--- config.mk ---
export PLATFORM = sky130hd
export DESIGN_NAME = time_counter
export DESIGN_NICKNAME = d
export VERILOG_FILES = /design/src/rtl/digital_clock_pkg.sv /design/src/rtl/bcd_counter.sv /design/src/rtl/time_counter.sv
export SDC_FILE = /design/constraint.sdc
export NUM_CORES = 1
export LEC_CHECK = 0
export CAP_MARGIN = 20
export CORE_ASPECT_RATIO = 1.75
export CORE_MARGIN = 1.5
export CORE_UTILIZATION = 55
export DETAILED_ROUTE_END_ITERATION = 8
export GPL_ROUTABILITY_DRIVEN = 0
export PLACE_DENSITY = 0.84
export RECOVER_POWER = 100
export SLEW_MARGIN = 5
export SYNTH_ARGS = -nofsm -noshare
export SYNTH_HDL_FRONTEND = slang
export SYNTH_HIERARCHICAL = 1
export SYNTH_SLANG_ARGS = --single-unit
--- constraint.sdc ---
create_clock -name CP -period 7.2 [get_ports CP]
set_input_delay 0.72 -clock CP [delete_from_list [all_inputs] [get_ports CP]]
set_output_delay 0.72 -clock CP [all_outputs]
set_load 0.02 [all_outputs]
--- src/rtl/digital_clock_pkg.sv ---
// Shared types and constants for the digital clock time-keeping core.
// Mode encoding, packed-BCD field limits and the BCD increment helper.
package digital_clock_pkg;

    typedef enum logic [1:0] {
        MODE_RUN      = 2'd0,
        MODE_SET_HOUR = 2'd1,
        MODE_SET_MIN  = 2'd2
    } mode_e;

    localparam logic [7:0] BCD_SEC_MAX  = 8'h59;
    localparam logic [7:0] BCD_MIN_MAX  = 8'h59;
    localparam logic [7:0] BCD_HOUR_MAX = 8'h23;
    localparam logic [7:0] CHIME_START  = 8'h55;

    // Next packed-BCD value; wraps to 00 at (or past) max.
    function automatic logic [7:0] bcd_step(
        input logic [7:0] v,
        input logic [7:0] max
    );
        logic [7:0] r;
        if (v >= max)
            r = 8'h00;
        else if (v[3:0] >= 4'h9)
            r = {v[7:4] + 4'h1, 4'h0};
        else
            r = {v[7:4], v[3:0] + 4'h1};
        return r;
    endfunction

endpackage

--- src/rtl/bcd_counter.sv ---
// Two-digit packed-BCD counter wrapping at MAX, loaded with INIT on reset.
// Ports: clk, rst (sync, high), inc, clear -> value[7:0], carry (comb).
module bcd_counter
    import digital_clock_pkg::*;
#(
    parameter logic [7:0] MAX  = 8'h59,
    parameter logic [7:0] INIT = 8'h00
) (
    input  logic       clk,
    input  logic       rst,
    input  logic       inc,
    input  logic       clear,
    output logic [7:0] value,
    output logic       carry
);

    assign carry = inc && (value == MAX);

    always_ff @(posedge clk) begin
        if (rst)
            value <= INIT;
        else if (clear)
            value <= 8'h00;
        else if (inc)
            value <= bcd_step(value, MAX);
    end

endmodule

--- src/rtl/time_counter.sv ---
// Time-keeping core: HH:MM:SS in packed BCD with RUN/SET_HOUR/SET_MIN modes.
// Ports: CP clk, CR sync reset, CP_1Hz/EN/mode_btn/adj_btn in;
// hour_bcd/min_bcd/sec_bcd/mode/day_pulse out; chime out if HOURLY_CHIME_EN.
module time_counter
    import digital_clock_pkg::*;
#(
    parameter int         SYNC_STAGES = 2,
    parameter logic [7:0] INIT_HOUR   = 8'h00,
    parameter logic [7:0] INIT_MIN    = 8'h00
) (
    input  logic       CP,
    input  logic       CR,
    input  logic       CP_1Hz,
    input  logic       EN,
    input  logic       mode_btn,
    input  logic       adj_btn,
    output logic [7:0] hour_bcd,
    output logic [7:0] min_bcd,
    output logic [7:0] sec_bcd,
    output logic [1:0] mode,
    output logic       day_pulse
`ifdef HOURLY_CHIME_EN
    ,
    output logic       chime
`endif
);

    localparam logic [1:0] ST_RUN      = MODE_RUN;
    localparam logic [1:0] ST_SET_HOUR = MODE_SET_HOUR;
    localparam logic [1:0] ST_SET_MIN  = MODE_SET_MIN;

    // CP_1Hz and the buttons are sampled as data, never as clocks.
    logic [SYNC_STAGES-1:0] s_1hz;
    logic [SYNC_STAGES-1:0] s_mode;
    logic [SYNC_STAGES-1:0] s_adj;
    logic h_1hz;
    logic h_mode;
    logic h_adj;

    always_ff @(posedge CP) begin
        if (CR) begin
            s_1hz  <= '0;
            s_mode <= '0;
            s_adj  <= '0;
            h_1hz  <= 1'b0;
            h_mode <= 1'b0;
            h_adj  <= 1'b0;
        end else begin
            s_1hz  <= {s_1hz[SYNC_STAGES-2:0], CP_1Hz};
            s_mode <= {s_mode[SYNC_STAGES-2:0], mode_btn};
            s_adj  <= {s_adj[SYNC_STAGES-2:0], adj_btn};
            h_1hz  <= s_1hz[SYNC_STAGES-1];
            h_mode <= s_mode[SYNC_STAGES-1];
            h_adj  <= s_adj[SYNC_STAGES-1];
        end
    end

    logic tick;
    logic mode_edge;
    logic adj_edge;

    assign tick      = s_1hz[SYNC_STAGES-1]  & ~h_1hz;
    assign mode_edge = s_mode[SYNC_STAGES-1] & ~h_mode;
    assign adj_edge  = s_adj[SYNC_STAGES-1]  & ~h_adj;

    logic [1:0] state;
    logic [1:0] state_nxt;

    always_comb begin
        state_nxt = state;
        case (state)
            ST_RUN:      if (mode_edge) state_nxt = ST_SET_HOUR;
            ST_SET_HOUR: if (mode_edge) state_nxt = ST_SET_MIN;
            ST_SET_MIN:  if (mode_edge) state_nxt = ST_RUN;
            default:     state_nxt = ST_RUN;
        endcase
    end

    always_ff @(posedge CP) begin
        if (CR)
            state <= ST_RUN;
        else
            state <= state_nxt;
    end

    assign mode = state;

    logic is_run;
    logic is_set_hour;
    logic is_set_min;
    logic adj_ok;

    assign is_run      = (state == ST_RUN);
    assign is_set_hour = (state == ST_SET_HOUR);
    assign is_set_min  = (state == ST_SET_MIN);
    // A mode press wins over an adjust press in the same cycle.
    assign adj_ok      = adj_edge & ~mode_edge;

    logic sec_inc;
    logic sec_clr;
    logic min_inc;
    logic hour_inc;
    logic sec_carry;
    logic min_carry;
    logic hour_carry;

    assign sec_inc  = is_run & tick & EN;
    assign sec_clr  = is_set_min & mode_edge;
    // Carries only ripple in RUN; SET modes touch one field alone.
    assign min_inc  = is_run ? sec_carry : (is_set_min & adj_ok);
    assign hour_inc = is_run ? min_carry : (is_set_hour & adj_ok);

    bcd_counter #(.MAX(BCD_SEC_MAX), .INIT(8'h00)) u_sec (
        .clk   (CP),
        .rst   (CR),
        .inc   (sec_inc),
        .clear (sec_clr),
        .value (sec_bcd),
        .carry (sec_carry)
    );

    bcd_counter #(.MAX(BCD_MIN_MAX), .INIT(INIT_MIN)) u_min (
        .clk   (CP),
        .rst   (CR),
        .inc   (min_inc),
        .clear (1'b0),
        .value (min_bcd),
        .carry (min_carry)
    );

    bcd_counter #(.MAX(BCD_HOUR_MAX), .INIT(INIT_HOUR)) u_hour (
        .clk   (CP),
        .rst   (CR),
        .inc   (hour_inc),
        .clear (1'b0),
        .value (hour_bcd),
        .carry (hour_carry)
    );

    // Registered so it appears together with 00:00:00.
    always_ff @(posedge CP) begin
        if (CR)
            day_pulse <= 1'b0;
        else
            day_pulse <= is_run & hour_carry;
    end

`ifdef HOURLY_CHIME_EN
    // Evaluated on next-state values so chime moves with sec_bcd.
    logic [7:0] sec_nxt;
    logic [7:0] min_nxt;

    always_comb begin
        sec_nxt = sec_bcd;
        if (sec_clr)
            sec_nxt = 8'h00;
        else if (sec_inc)
            sec_nxt = bcd_step(sec_bcd, BCD_SEC_MAX);
    end

    always_comb begin
        min_nxt = min_bcd;
        if (min_inc)
            min_nxt = bcd_step(min_bcd, BCD_MIN_MAX);
    end

    always_ff @(posedge CP) begin
        if (CR)
            chime <= 1'b0;
        else
            chime <= (state_nxt == ST_RUN) &&
                     (min_nxt == BCD_MIN_MAX) &&
                     (sec_nxt >= CHIME_START);
    end
`endif

endmodule

==> flow_summary.rst <==
.. list-table::
   :header-rows: 1

   * - Metric
     - Value
   * - Result of the run
     - completed
   * - Peak clock frequency supported by timing
     - 243 MHz
   * - Largest cells by area after synthesis
     - sky130_fd_sc_hd__dfxtp_1 42%, sky130_fd_sc_hd__ha_1 11%, sky130_fd_sc_hd__nor2_1 4.8%, sky130_fd_sc_hd__mux2i_1 4.0%, sky130_fd_sc_hd__inv_1 3.0%
   * - Floorplan Core Area
     - 0.00296 mm²
   * - Die X
     - 45.4 µm
   * - Most Crowded Layer GR
     - met2
   * - Area of the mapped netlist
     - 0.00173 mm²
   * - Crit Path Class
     - in2reg
   * - Detailed-route vias per instance
     - 5.64
   * - Terminating pin of the worst hold path
     - s_adj[1]$_SDFF_PP0_
   * - First-pass GRT wire length
     - 6.55 mm
   * - Gate count after technology mapping
     - 181
   * - Grt met1 use
     - 23.4%
   * - Pin count of the biggest net entering global routing
     - 18
   * - CP Data Required Time
     - 7.36 ns
   * - # Max-Cap Violations
     - 0
   * - Met2 usage
     - 46.1%
   * - Leakage power figure
     - 0.895 nW
   * - Setup slack after layout
     - 3.08 ns
   * - 1st-iter DRT viols
     - 50
   * - Diodes inserted
     - 0
   * - Final HPWL DP
     - 2.88 mm
   * - Number of slew-limit violations in the final report
     - 0
   * - Ys flop type
     - sky130_fd_sc_hd__dfxtp_1
   * - Hold Slack
     - 0.431 ns
   * - Count of vias placed by the detailed router
     - 1,461
   * - Max stage delay on crit path
     - 0.52 ns
   * - Maximum level of the CTS H-tree
     - 2
   * - Net total in the final layout
     - 238
   * - Area enclosed by the die boundary
     - 0.00351 mm²
   * - Global routing usage on met3
     - 6.12%
   * - Worst r2r dst
     - u_hour/value[4]$_SDFFE_PP0P_
   * - Total negative slack for setup checks
     - 0 ns
   * - Total Routed Length
     - 3.84 mm
   * - Critical path startpoint category
     - input port
   * - Worst Hold Path Cells
     - 1
   * - Setup repair after global routing missed its margin
     - false
   * - Post-synth EDFFs
     - 0
   * - Origin of the critical flop-to-flop path
     - mode[1]$_SDFFE_PP0P_
   * - Arrival time at the worst endpoint
     - 4.28 ns
   * - Pre-CTS setup slack
     - 3.08 ns
   * - Clk_skew
     - 0.00302 ns
   * - Share of cells above drive strength 1
     - 5.99%
   * - CTS sink count
     - 36
   * - Cell type contributing the most total cell area after synthesis
     - sky130_fd_sc_hd__dfxtp_1
   * - Number of antenna violations at the first check in global routing
     - 0
   * - Critical Path End Type
     - flop
   * - Worst r2r path cells
     - 13
   * - Remaining max-slew budget at the tightest pin
     - 56.8%
   * - Chain of cells forming the critical path
     - dlygate4sd3_1, nand3_1, nor2_1, nand4_1, nor4b_1, a22o_1, nand4_1, nor4b_1, a22o_1, nand2_1, a21oi_1, or2_0, mux2i_1
   * - Pwr Total
     - 354 µW
   * - IO Port Bufs
     - 32
   * - Average cell area after synthesis
     - 9.57 µm²
   * - Sequential share of the synthesized area
     - 41.6%
   * - Count of hold buffers inserted by post-cts repair
     - 0
   * - Register-to-register setup slack
     - 3.37 ns
   * - Clk Tree Root Cell
     - sky130_fd_sc_hd__clkbuf_8
   * - Final hold viol count
     - 0
   * - Post-route core utilization
     - 72.5%
   * - Power density over the cells
     - 165 mW/mm²
   * - VDD IR-drop max
     - 0.170 mV
   * - I/O pin total
     - 33
   * - Count of state elements after synthesis
     - 36
   * - Final ANT Viol Nets
     - 0
   * - Startpoint of the worst hold path
     - s_adj[0]$_SDFF_PP0_
   * - Slowest cell on the critical path
     - sky130_fd_sc_hd__dlygate4sd3_1
   * - GRT Resource Usage Total
     - 24.8%
   * - Number of setup buffers added after CTS
     - 0
   * - Slew at the pin with the worst max-slew slack
     - 0.645 ns
   * - Resize count post-CTS
     - 0
   * - Number of setup violations in the final report
     - 0
   * - Maximum number of buffers from clock root to sink
     - 2
   * - First-pass iteration count of the detailed router
     - 5
   * - Initial Utilization
     - 58.5%
   * - Residual DRC
     - 0
   * - Most frequent standard cell in the layout excluding fill and tap cells
     - sky130_fd_sc_hd__dfxtp_1
   * - DIE HEIGHT
     - 77.2 µm
   * - Clock transition at the register clock pins on the worst setup and hold paths after CTS
     - 0.07 ns
   * - Worst-path fanout max
     - 8
   * - Commonest cells after routing, fill and taps aside
     - 36 x sky130_fd_sc_hd__dfxtp_1, 29 x sky130_fd_sc_hd__dlygate4sd3_1, 22 x sky130_fd_sc_hd__nor2_1, 15 x sky130_fd_sc_hd__ha_1, 14 x sky130_fd_sc_hd__inv_1
   * - Time the worst path needs with I/O delays and setup
     - 4.12 ns
   * - Part of the cycle the worst path needs
     - 57.3%
   * - Unique cell type count in the Yosys netlist
     - 39
   * - CTS buffer count
     - 5
   * - Clock latency on the worst-skew pair
     - 0.28 ns
   * - Vias in the first global route
     - 1,503
   * - Share of synthesized flip-flops with an asynchronous set or reset
     - 0%
   * - Routed wire length per instance
     - 14.8 µm
   * - Fraction of synthesized cell area taken by the top area cell type
     - 41.6%
   * - Count of yosys warnings during synthesis
     - 6
   * - Remaining Overflow, GRT
     - 0
   * - Std-Cell Rows
     - 26
   * - P&R area growth vs syn
     - 24.0%
   * - TritonCTS clock tree
     - yes
   * - Type of the most critical hold path
     - reg2reg
[per-layer routing]
| layer | routed length [µm] | up-vias |
|---|---|---|
| li1 | - | 691 |
| met1 | 1230 | 684 |
| met2 | 2240 | 65 |
| met3 | 239 | 21 |
| met4 | 125 | 0 |
| met5 | 0 | - |
[worst max-delay path by stage]
stage,from,end,slack [ns]
after global routing,EN,u_hour/value[4]$_SDFFE_PP0P_,2.80
after CTS,EN,u_hour/value[4]$_SDFFE_PP0P_,3.29
after floorplan,EN,u_hour/value[5]$_SDFFE_PP0P_,4.14
final,EN,u_hour/value[4]$_SDFFE_PP0P_,3.08
after global placement,EN,u_hour/value[4]$_SDFFE_PP0P_,3.19
after detailed placement,EN,u_hour/value[4]$_SDFFE_PP0P_,3.08
[worst max-delay path, delay by kind of cell]
kind            cells  cell delay, ns
simple gates        8            1.91
buf+inv             1            0.52
mux                 1            0.12
compound gates      3            0.99
[synth_stat cells, drive strengths merged (3+ instances only)]
cell type	number
a21oi	4
and2b	3
buf	3
dfxtp	36
ha	15
inv	14
mux2i	7
nand2	7
nand4	6
nor2	22
nor2b	9
nor3	8
nor3b	3
nor4b	3
o21ai	6
o22ai	3
xnor2	4
xor2	6
[area by class of cell]
type / count / area (µm²)
Multi-Input combinational cell: 128 / 923
Timing Repair Buffer: 32 / 320
Clock inverter: 1 / 5.00
Clock buffer: 6 / 72.6
Tap cell: 42 / 52.6
Sequential cell: 36 / 721
Inverter: 14 / 52.6
Fill cell: 238 / 813
[stage by stage]
stage	instances	area (µm²)
after floorplan	183	1740
after global placement	252	2080
after detailed placement	252	2080
after CTS	259	2160
after global routing	259	2150
final	259	2150
[cells by family (layout without fill, tap and decap cells)]
kind of cell,Yosys count,in the layout,synth area share (%)
AO/OA/AOI/OAI,22,22,9.47
XOR/XNOR,10,10,5.06
adder cells (fa/ha/maj),15,15,10.8
buffers and inverters,19,53,4.77
flip-flops,36,36,41.6
multiplexers,7,7,4.05
other,1,3,0.217
AND/OR/NAND/NOR,71,71,24.0
[flip-flops by register name, indices dropped and copies added (netlist names)]
register / count
day_pulse: 1
h_1hz: 1
h_adj: 1
h_mode: 1
mode: 2
s_1hz: 2
s_adj: 2
s_mode: 2
u_hour/value: 8
u_min/value: 8
u_sec/value: 8
[power breakdown]
group | internal, mW | switching [mW] | total (mW)
registers | 0.202 | 0.00188 | 0.204
clock network | 0.0657 | 0.0667 | 0.132
logic | 0.00795 | 0.00973 | 0.0177
total | 0.275 | 0.0784 | 0.354
No activity file was read; power rests on OpenSTA's default activity.
==> variant 1 (same flow settings) <==
Set the package constant `BCD_MIN_MAX` to 8'h2C (it was 8'h59).
--- a/src/rtl/digital_clock_pkg.sv
+++ b/src/rtl/digital_clock_pkg.sv
@@ -9,7 +9,7 @@
     } mode_e;
 
     localparam logic [7:0] BCD_SEC_MAX  = 8'h59;
-    localparam logic [7:0] BCD_MIN_MAX  = 8'h59;
+    localparam logic [7:0] BCD_MIN_MAX  = 8'h2C;
     localparam logic [7:0] BCD_HOUR_MAX = 8'h23;
     localparam logic [7:0] CHIME_START  = 8'h55;
 
Check against the original RTL: no difference found for any inputs over 10 cycles, from zero or initial values; that may be too few to reach the edited logic, so the function may still have changed.
==> variant 1 against the original RTL <==
Total power is 16% higher. Global-route usage is 0.88 points lower. First-iteration DRC count is 38% lower. Highest routed layer unchanged. Worst setup slack better by 0.35 ns. Routed wire length is 5.3% lower. Die area is 0.20% lower. Sequential cell count stayed put. Register-to-register slack better by 0.31 ns. Largest cell class unchanged. Utilization is 1.5 points higher. Cell area is 2.0% higher. Area after synthesis is 0.22% lower.
==> variant 1: results (changes against the original RTL) <==
metric,value,unit,change
Vias/cell,5.29,,-6.2%
unique cell type count in the Yosys netlist,49,,+26%
LEAKAGE,0.936,nW,+4.6%
Iteration-0 DRC Markers,31,,-38%
hold_sp,s_1hz[0],,
Reg2Reg Depth,12,,-1
All-Layer GR Usage,23.9,%,-0.88 points
Crit. Startpoint,EN,,
adder-cell share of the synthesized area,10.9,%,+0.024 points
Synth Area in XOR/XNOR,4.06,%,-1.0 points
Synth area leaders,"dfxtp_1, ha_1, nor2_1",,
Hold Slack,0.446,ns,+0.0144 ns
startpoint of the worst register-to-register path,mode[0],,
Tcrit/Tclk final,52.4,%,-4.8 points
WL met2,2030,um,-9.3%
Hold EP,s_1hz[1],,
grt met2 use,43.9,%,-2.2 points
Initial DRT Pass Iterations,4,,-1
commonest cells in the netlist,"dfxtp_1, nor2_1, ha_1, inv_1, nand2_1",,
mux share of post-synthesis cell area,2.90,%,-1.1 points
Peak VDD IR,0.137,mV,-19%
DP Worst Slack,3.37,ns,+0.291 ns
GR Util met3,5.18,%,-0.94 points
R2R Setup Slk,3.68,ns,+0.31 ns
PD cells,187,nW/um2,+14%
Worst Skew,0.00509,ns,+0.00207 ns
global-route wire length before repair,6350,um,-3.1%
crit-path max FO,10,,+2
global routing usage on met1,24.5,%,+1.1 points
worst hold-check path type,register to register,,
Post-Layout Cell Count,263,,+1.5%
Met1 Routed Length,1390,um,+13%
Top Family by Delay on Critical Path,simple AND/OR/NAND/NOR gates,,
drt wl/cell,13.8,um,-6.7%
"Seq/Total Area, Yosys",41.7,%,+0.090 points
outcome,completed,,
worst path arrival time,3.92,ns,-0.36 ns
Synth Area in Compound Gates,9.27,%,-0.20 points
worst rel slew slack,62.8,%,+6.0 points
vias in the first global route,1456,,-3.1%
Post-DP HPWL,2810,um,-2.5%
filler instances,223,,-6.3%
met3 wire length,129,um,-46%
Syn Area/Cell,9.34,um2,-2.4%
# nets final,241,,+1.3%
[variant 1: cell types whose count changed after synthesis, moves of 2 or more]
cell	delta
clkbuf_1	+2
nor3_1	-2
nand3_1	+2
mux2i_1	-2
nor3b_1	+2
nand2_1	+3
o21ai_0	-3
[variant 1: cell type report]
class | instances | area share, %
repair buffers | 32 | 14.6
multi-input cells | 132 | 42.1
clock buffers | 7 | 4.40
flip-flops and latches | 36 | 32.9
clock inverters | 1 | 1.37
inverters | 13 | 2.23
well taps | 42 | 2.40
[variant 1: stage by stage]
| stage | power, mW | cell area [um2] |
|---|---|---|
| 6_report | 0.411 | 2190 |
| 5_1_grt | 0.426 | 2190 |
| 4_1_cts | 0.416 | 2200 |
| 3_5_place_dp | 0.226 | 2080 |
| 3_3_place_gp | 0.225 | 2080 |
| 2_1_floorplan | 0.220 | 1740 |
[variant 1: where the power goes]
part | total (mW) | switching, mW | internal [mW]
clock | 0.190 | 0.0675 | 0.122
combinational | 0.0172 | 0.00935 | 0.00788
sequential | 0.204 | 0.00197 | 0.202
==> variant 2 (same settings) <==
Made on the original files. Register the input `mode_btn` before use, without a reset. The logic sees it one clock later. The other inputs are not delayed to match.
--- a/src/rtl/time_counter.sv
+++ b/src/rtl/time_counter.sv
@@ -29,6 +29,12 @@
     localparam logic [1:0] ST_SET_HOUR = MODE_SET_HOUR;
     localparam logic [1:0] ST_SET_MIN  = MODE_SET_MIN;
 
+    logic mode_btn_q;
+
+    always_ff @(posedge CP) begin
+        mode_btn_q <= mode_btn;
+    end
+
     // CP_1Hz and the buttons are sampled as data, never as clocks.
     logic [SYNC_STAGES-1:0] s_1hz;
     logic [SYNC_STAGES-1:0] s_mode;
@@ -47,7 +53,7 @@
             h_adj  <= 1'b0;
         end else begin
             s_1hz  <= {s_1hz[SYNC_STAGES-2:0], CP_1Hz};
-            s_mode <= {s_mode[SYNC_STAGES-2:0], mode_btn};
+            s_mode <= {s_mode[SYNC_STAGES-2:0], mode_btn_q};
             s_adj  <= {s_adj[SYNC_STAGES-2:0], adj_btn};
             h_1hz  <= s_1hz[SYNC_STAGES-1];
             h_mode <= s_mode[SYNC_STAGES-1];
Check against the original RTL: not equivalent (a bounded check fails within 4 cycles, from zero or initial values).
==> variant 2 against the original RTL <==
Utilization increased by 0.76 points. Area after synthesis increased by 1.2%. Cell area rose by 2.2%. Clock power rose by 31%. Worst setup slack better by 0.13 ns. Die area is 1.1% higher. Routed wire length is 3.9% lower. Synthesized cell count rose by 0.55%. Sequential cell count grew 1. Critical path depth did not move. Total power rose by 13%. Largest cell class unchanged. Highest routed layer unchanged.
==> variant 2: results (changes against the original RTL) <==
metric,value,unit,change
largest net degree at the start of global routing,18,,unchanged
worst-margin pin slew,0.610,ns,-0.0349 ns
Post-synth ARST share,0,%,unchanged
unique cell type count in the Yosys netlist,39,,unchanged
ANT cells,0,,unchanged
Main synth FF type,dfxtp_1,,
"Seq/Total Area, Yosys",42.3,%,+0.67 points
Crit. Startpoint,EN,,
"Clk pin slew, worst setup/hold paths",0.07,ns,about the same
startpoint of the worst register-to-register path,mode[1],,
antenna violations before repair,0,,unchanged
Clock Latency Late Sink,0.29,ns,
Initial DRT Pass Iterations,4,,-1
Mapped Cells,182,,+0.55%
outcome,completed,,
Total Wirelength,3680,um,-3.9%
LEAKAGE,0.917,nW,+2.4%
PnR worst setup slack,3.21,ns,+0.134 ns
post-CTS setup buffer count,0,,unchanged
Iteration-0 DRC Markers,59,,+18%
"slowest stage cell, crit path",dlygate4sd3_1,,
Post-DP Area,2100,um2,+0.96%
# nets final,239,,+0.42%
DP Worst Slack,3.13,ns,+0.0489 ns
crit-path max FO,8,,unchanged
Peak VDD IR,0.166,mV,-2.5%
Post-DP HPWL,2810,um,-2.4%
commonest cells in the netlist,"dfxtp_1, nor2_1, ha_1, inv_1",,
global-route wire length before repair,6460,um,-1.4%
vias in the first global route,1518,,+1.0%
Root Driver,clkbuf_8,,
Synth area leaders,"dfxtp_1, ha_1, nor2_1",,
top flop regs,"u_hour/value: 8 flops, u_min/value: 8 flops, u_sec/value: 8 flops",,
port bufs,32,,unchanged
All-Layer GR Usage,24.4,%,-0.37 points
clock tree buffer depth,2,,unchanged
hold_sp,mode_btn_q,,
Worst Skew,0.00545,ns,+0.00242 ns
htree depth,2,,unchanged
R2R Setup Slk,3.47,ns,+0.10 ns
CTS buffer count,5,,unchanged
Hold Slack,0.433,ns,+0.00146 ns
Vias/cell,5.52,,-2.2%
Yosys warning count,6,,unchanged
share of layout cells above drive strength 1,6.42,%,+0.43 points
worst path arrival time,4.14,ns,-0.14 ns
ANT nets after route,0,,unchanged
worst hold-check path type,register to register,,
==> variant 2: changes by cell type after synthesis <==
cell,delta
dfxtp_1,+1
==> variant 2: metrics by stage <==
stage	std cells	power (mW)
6_report	260	0.399
5_1_grt	260	0.414
4_1_cts	260	0.404
3_5_place_dp	253	0.232
3_3_place_gp	253	0.231
2_1_floorplan	184	0.226
==> variant 2: power by group <==
part | switching [mW] | internal (mW) | leakage (nW) | total [mW]
Combinational | 0.00938 | 0.00782 | 0.563 | 0.0172
Sequential | 0.00185 | 0.208 | 0.300 | 0.209
Clock | 0.0720 | 0.101 | 0.0540 | 0.173
Total | 0.0833 | 0.316 | 0.917 | 0.399
==> variant 2: final cells by class <==
| class | count | area [um2] |
|---|---|---|
| clock buffers | 5 | 68.8 |
| clock inverters | 2 | 35.0 |
| well taps | 42 | 52.6 |
| multi-input cells | 128 | 923 |
| inverters | 14 | 52.6 |
| flip-flops and latches | 37 | 741 |
| repair buffers | 32 | 320 |
| fillers | 240 | 800 |
==> variant 2: final timing paths <==
| kind | end | cells after the start |
|---|---|---|
| max | u_hour/value[4] | 13 |
| max reg2reg | u_hour/value[4] | 13 |
| min reg2reg | s_mode[0] | 1 |
| min | s_mode[0] | 1 |
==> variant 2: layer usage <==
layer	part of all wire (%)	global-route usage, %	up-vias
li1	-	-	691
met1	37	23.1	693
met2	56	43.7	43
met3	4.3	6.51	7
met4	2.1	13.5	0
met5	0	0	-
==> variant 2: worst max-delay path, delay by kind of cell <==
family / cells / cell delay [ns]
and+or+nand+nor: 8 / 1.79
AOI/OAI and AO/OA: 3 / 0.95
buffers and inverters: 1 / 0.53
muxes: 1 / 0.13
==> variant 2: cell families (layout without fill, tap and decap cells) <==
kind of cell,count (synthesis),in the layout,share of synthesized area (%)
simple gates,71,71,23.7
compound gates,22,22,9.36
xor+xnor,10,10,5.00
mux,7,7,4.00
buf+inv,19,53,4.71
fa+ha+maj,15,15,10.7
other cells,1,3,0.214
flops,37,37,42.3
